### src/rtl/arb_grant_sink.sv
// arb_grant_sink: receiving end of the round-robin arbiter's grant interface.
// Captures the granted lane and its source index into a small FIFO and
// presents it downstream on valid/ready. stall is a pure flop output so
// that the arbiter's combinational grant path never loops back through here.
module arb_grant_sink #(
  parameter int N     = 4,
  parameter int W     = 8,
  parameter int DEPTH = 4,
  localparam int SW   = $clog2(N)
) (
  input  logic           clk,
  input  logic           rst_n,
  input  logic [N-1:0]   grant,
  input  logic [N*W-1:0] req_data,
  output logic           stall,
  output logic           out_valid,
  input  logic           out_ready,
  output logic [W-1:0]   out_data,
  output logic [SW-1:0]  out_src,
  output logic           onehot_err,
  output logic           ovf_err
);

  localparam int AW = $clog2(DEPTH);
  localparam int CW = AW + 1;
  localparam int EW = SW + W;

  // Per-lane view of the packed request data bus.
  logic [W-1:0] lane [N];

  for (genvar gi = 0; gi < N; gi++) begin : g_lane
    assign lane[gi] = req_data[gi*W +: W];
  end

  // FIFO state.
  logic [EW-1:0] mem_q [DEPTH];
  logic [AW-1:0] wr_ptr_q, wr_ptr_d;
  logic [AW-1:0] rd_ptr_q, rd_ptr_d;
  logic [CW-1:0] count_q, count_d;
  logic          stall_q;
  logic          onehot_err_q, onehot_err_d;
  logic          ovf_err_q, ovf_err_d;

  // Grant decode.
  logic [SW-1:0] sel_idx;
  logic [W-1:0]  sel_data;
  logic          any_grant;
  logic          multi_hot;
  logic          full;
  logic          push;
  logic          pop;

  // Lowest-index set grant bit wins, so a non-one-hot grant still stores
  // a consistent {source, data} pair.
  always_comb begin
    logic found;
    sel_idx  = '0;
    sel_data = '0;
    found    = 1'b0;
    for (int i = 0; i < N; i++) begin
      if (grant[i] && !found) begin
        sel_idx  = SW'(i);
        sel_data = lane[i];
        found    = 1'b1;
      end
    end
  end

  assign any_grant = |grant;
  assign multi_hot = |(grant & (grant - N'(1)));
  assign full      = (count_q == CW'(DEPTH));
  assign out_valid = (count_q != '0);
  assign pop       = out_valid & out_ready;
  // A full FIFO can still take a beat when the head leaves in the same cycle.
  assign push      = any_grant & (~full | pop);

  // Next-state for pointers, occupancy and sticky error flags.
  always_comb begin
    wr_ptr_d     = wr_ptr_q;
    rd_ptr_d     = rd_ptr_q;
    count_d      = count_q;
    onehot_err_d = onehot_err_q | multi_hot;
    ovf_err_d    = ovf_err_q | (any_grant & full & ~pop);
    if (push) wr_ptr_d = wr_ptr_q + AW'(1);
    if (pop)  rd_ptr_d = rd_ptr_q + AW'(1);
    case ({push, pop})
      2'b10:   count_d = count_q + CW'(1);
      2'b01:   count_d = count_q - CW'(1);
      default: count_d = count_q;
    endcase
  end

  // Control registers; stall mirrors the fullness the FIFO will have next cycle.
  always_ff @(posedge clk or negedge rst_n) begin
    if (!rst_n) begin
      wr_ptr_q     <= '0;
      rd_ptr_q     <= '0;
      count_q      <= '0;
      stall_q      <= 1'b0;
      onehot_err_q <= 1'b0;
      ovf_err_q    <= 1'b0;
    end else begin
      wr_ptr_q     <= wr_ptr_d;
      rd_ptr_q     <= rd_ptr_d;
      count_q      <= count_d;
      stall_q      <= (count_d == CW'(DEPTH));
      onehot_err_q <= onehot_err_d;
      ovf_err_q    <= ovf_err_d;
    end
  end

  // Entry storage; cleared on reset so the head reads as zero afterwards.
  always_ff @(posedge clk or negedge rst_n) begin
    if (!rst_n) begin
      for (int i = 0; i < DEPTH; i++) mem_q[i] <= '0;
    end else if (push) begin
      mem_q[wr_ptr_q] <= {sel_idx, sel_data};
    end
  end

  assign out_data   = mem_q[rd_ptr_q][W-1:0];
  assign out_src    = mem_q[rd_ptr_q][W +: SW];
  assign stall      = stall_q;
  assign onehot_err = onehot_err_q;
  assign ovf_err    = ovf_err_q;

endmodule
### config.mk
export PLATFORM = sky130hd
export DESIGN_NAME = arb_grant_sink
export DESIGN_NICKNAME = d
export VERILOG_FILES = /design/src/rtl/arb_grant_sink.sv
export SDC_FILE = /design/constraint.sdc
export NUM_CORES = 1
export LEC_CHECK = 0
export BUFFER_PORTS_ARGS = -buffer_cell sky130_fd_sc_hd__buf_2
export CAP_MARGIN = 20
export CORE_ASPECT_RATIO = 0.8
export CORE_MARGIN = 1
export CORE_UTILIZATION = 35
export CTS_BUF_LIST = sky130_fd_sc_hd__clkbuf_4 sky130_fd_sc_hd__clkbuf_8 sky130_fd_sc_hd__clkbuf_16
export DETAILED_ROUTE_END_ITERATION = 8
export GPL_TIMING_DRIVEN = 0
export HOLD_SLACK_MARGIN = 0.08
export PLACE_DENSITY_LB_ADDON = 0.15
export SYNTH_ARGS = -nofsm -noshare
export SYNTH_HDL_FRONTEND = slang
export SYNTH_SLANG_ARGS = --single-unit
### constraint.sdc
create_clock -name clk -period 6.9 [get_ports clk]
set_input_delay 0.345 -clock clk [delete_from_list [all_inputs] [get_ports clk]]
set_output_delay 0.345 -clock clk [all_outputs]
set_load 0.005 [all_outputs]
==> flow_metrics.py <==
metrics = {
    "floorplan": {
        "core_box_area_mm2": 0.00760,
        "ioPinCount": 53,
        "row_count": 28,
        "floorplan.die.width_um": 102,
        "die_y_um": 82.2,
        "die_area_mm2": 0.00840,
        "starting_density_of_the_core": 0.370,
    },
    "yosys": {
        "synthesis.nets": 249,
        "synth_top_family_by_area": "multiplexers",
        "synthesis.area_per_instance_um2": 13.8,
        "dominantRegCellSynth": "dfrtp_1",
        "synthArstFlopShare": 1.00,
        "synth_compound_gate_area_share": 0.0698,
        "netlist_area_mm2": 0.00281,
        "synth.mux.area_fraction": 0.276,
        "post_synthesis_cell_type_count": 33,
        "synth_seq_cells": 50,
        "synthTopCellsByCount": "dfrtp_1, mux2_4, nand2_1, inv_1, mux4_2",
        "synth-edff-count": 0,
        "yosysTopAreaCellShare": 0.445,
        "synth_simple_gate_area_frac": 0.124,
        "xor_xnor_fraction_of_synth_area": 0.0187,
        "ys_seq_area_frac": 0.445,
        "synthMostInstantiatedCell": "dfrtp_1",
        "synth_top_cells_by_area": "dfrtp_1, mux2_4, mux4_2, nand2_8, nand2_1",
        "synthesis.yosys.warnings": 0,
        "synth_cells": 204,
        "share_of_synthesized_cell_area_in_full_adder_half_adder_and_majority_cells": 0.0329,
        "yosys.area.top_type": "dfrtp_1",
    },
    "worst_setup_path": {
        "worstPathRequired_ns": 7.12,
        "critical_path_peak_fanout": 9,
        "worstReg2RegStart": "count_q[0]",
        "reg2regPathDepth": 11,
        "reg2reg_setup_slack_ns": 4.36,
        "crit_arrival_ns": 2.76,
        "criticalPathCategory": "reg2reg",
        "timing.rr.end": "stall",
        "critPathLaunchType": "flip-flop",
        "endpoint_kind": "flip-flop",
    },
    "clock_tree": {
        "postCtsSetupBuffers": 0,
        "tritoncts_clock_tree": "yes",
        "clk_transition_reported_paths_ns": 0.10,
        "h-tree-depth": 2,
        "post_cts_resize_count": 0,
        "maximum_clock_insertion_buffer_count": 2,
        "tritoncts_num_sinks": 50,
        "cts-hold-fix-buffers": 1,
        "worst_skew_pair.late_latency_ns": 0.30,
        "cts_buffers": 5,
        "clock_tree.root_cell": "clkbuf_8",
    },
    "power_and_ir_drop": {
        "irDropWorstVdd_uv": 201,
        "static-leakage-power_nw": 1.61,
        "power.density_mw_per_mm2": 428,
    },
    "routing": {
        "route.detailed.drc": 0,
        "vias": 1762,
        "via_per_inst": 4.75,
        "detailedRoute.firstPassIterationCount": 4,
        "routed_wire_length_per_instance_um": 17.0,
        "finalWirelength_mm": 6.30,
        "drt_first_iter_violations": 55,
        "drtAntennaViolNets": 0,
    },
    "sta": {
        "fin_crit_sh": 0.368,
        "final_critical_path_setup_slack_ns": 4.36,
        "max_slew_margin": 0.507,
        "timing.final.setup_violations": 0,
        "clk_skew_ns": 0.0105,
        "hold_viol": 0,
        "timing.final.crit_period_ns": 2.54,
        "totalNegativeSetupSlack_ns": 0,
        "rsz0062_at_grt": "no",
        "max_slew.worst_pin.slew_ns": 0.739,
        "timing_max_transition_violations_final": 0,
        "max_clk_rate_ghz": 0.394,
    },
    "layout": {
        "syn2layout_area_growth_pct": 18.2,
        "post_layout_nonfiller_instances": 371,
        "design.final.nets": 310,
        "layout-drive-gt1-share": 0.466,
        "diodes": 0,
    },
    "global_routing": {
        "grt_start_max_net_pins": 28,
        "grt_first_pass_wirelength_mm": 9.75,
        "global_route.usage.total": 0.161,
        "grt_antenna_before_repair": 0,
        "grt_util_met3": 0.0320,
        "number_of_global_route_vias_before_repair": 1708,
        "grt.overflow.total": 0,
        "grt_use_met1": 0.241,
        "use_met2": 0.240,
        "gr-max-usage-layer": "met1",
    },
    "placement": {
        "pre_cts_slack_ns": 4.16,
        "hpwl_mm": 4.43,
        "gp_weighted_congestion": 0.696,
        "dp_cells": 362,
        "placement.io_buffers": 52,
    },
    "hold_path": {
        "worstHoldStart": "out_ready",
        "timing.hold.worst.class": "in2reg",
        "timing.hold.worst_endpoint": "ovf_err",
        "hold_path_depth": 3,
    },
    "outcome": {
        "outcome": "complete, no violations",
    },
    "run": {
        "max_cap_viol_count": 0,
    },
}
## cell families (layout without fill, tap and decap cells)
group | Yosys count | count (layout)
buffers and inverters | 20 | 82
AOI/OAI and AO/OA | 23 | 23
muxes | 47 | 47
adders and majority gates | 7 | 7
xor gates and xnor gates | 6 | 6
and+or+nand+nor | 51 | 51
DFF | 50 | 50
## critical path, stage by stage (launching register included)
cell	delay (ns)
dfrtp_1	0.43
nor4b_2	0.46
nor2b_4	0.08
buf_12	0.17
inv_1	0.06
ha_1	0.17
inv_1	0.06
fa_1	0.37
xor2_1	0.15
nor2_1	0.12
xor2_1	0.19
nor3b_1	0.19
## flip-flops by register name, summed over array words and instances, names as in the netlist
signal      cells
count_q         3
stall           1
onehot_err      1
wr_ptr_q        2
rd_ptr_q        2
mem_q          40
ovf_err         1
## layout make-up
| type | instances | area, µm² |
|---|---|---|
| inverter | 10 | 37.5 |
| sequential | 50 | 1250 |
| clock buffer | 6 | 76.3 |
| clock inverter | 2 | 13.8 |
| multi-input combinational | 134 | 1470 |
| timing repair buffer | 54 | 290 |
| tap | 105 | 131 |
| buffer | 10 | 58.8 |
| fill | 730 | 4280 |
## worst max path at each step
| stage | start | to | cells after the start |
|---|---|---|---|
| floorplan | grant[3] | stall | 11 |
| global placement | grant[3] | stall | 12 |
| detailed placement | grant[3] | stall | 12 |
| CTS | count_q[0] | stall | 11 |
| global route | count_q[0] | stall | 11 |
| finish | count_q[0] | stall | 11 |
## stage by stage
step           power [W]  utilization  hold WS, ns  instance area [µm²]
2_1_floorplan    0.00107            -       0.0494                 2810
3_3_place_gp     0.00126        0.421        0.440                 3200
3_5_place_dp     0.00126        0.424        0.393                 3220
4_1_cts          0.00144        0.437        0.380                 3320
5_1_grt          0.00152        0.437        0.391                 3320
6_report         0.00142        0.437        0.389                 3320
## routing by layer
| metal | vias up | part of all wire | wire length, µm |
|---|---|---|---|
| met5 | - | 0 | 0 |
| li1 | 842 | - | - |
| met1 | 886 | 0.51 | 3230 |
| met3 | 2 | 0.030 | 189 |
| met2 | 32 | 0.45 | 2840 |
| met4 | 0 | 0.0054 | 34 |
## cells in the final DEF, fill, tap and decap left out, types with 2 or more instances in the layout
cell type	count
a22oi_2	4
buf_12	2
buf_2	56
clkbuf_1	5
clkbuf_8	5
dfrtp_1	50
ha_1	5
inv_1	10
mux2_4	36
mux4_2	10
nand2_1	17
nand2_8	4
nor2_1	5
nor2b_1	9
nor3_1	2
nor3b_1	8
o21ai_1	7
o31a_1	7
xnor2_1	3
xor2_1	3
## where the power goes
group	internal (W)	switching, W	total [W]
registers	0.000435	0.0000806	0.000515
clock network	0.0000758	0.000101	0.000177
logic	0.000431	0.000300	0.000731
Note: power is estimated with default switching activity, not from simulation.
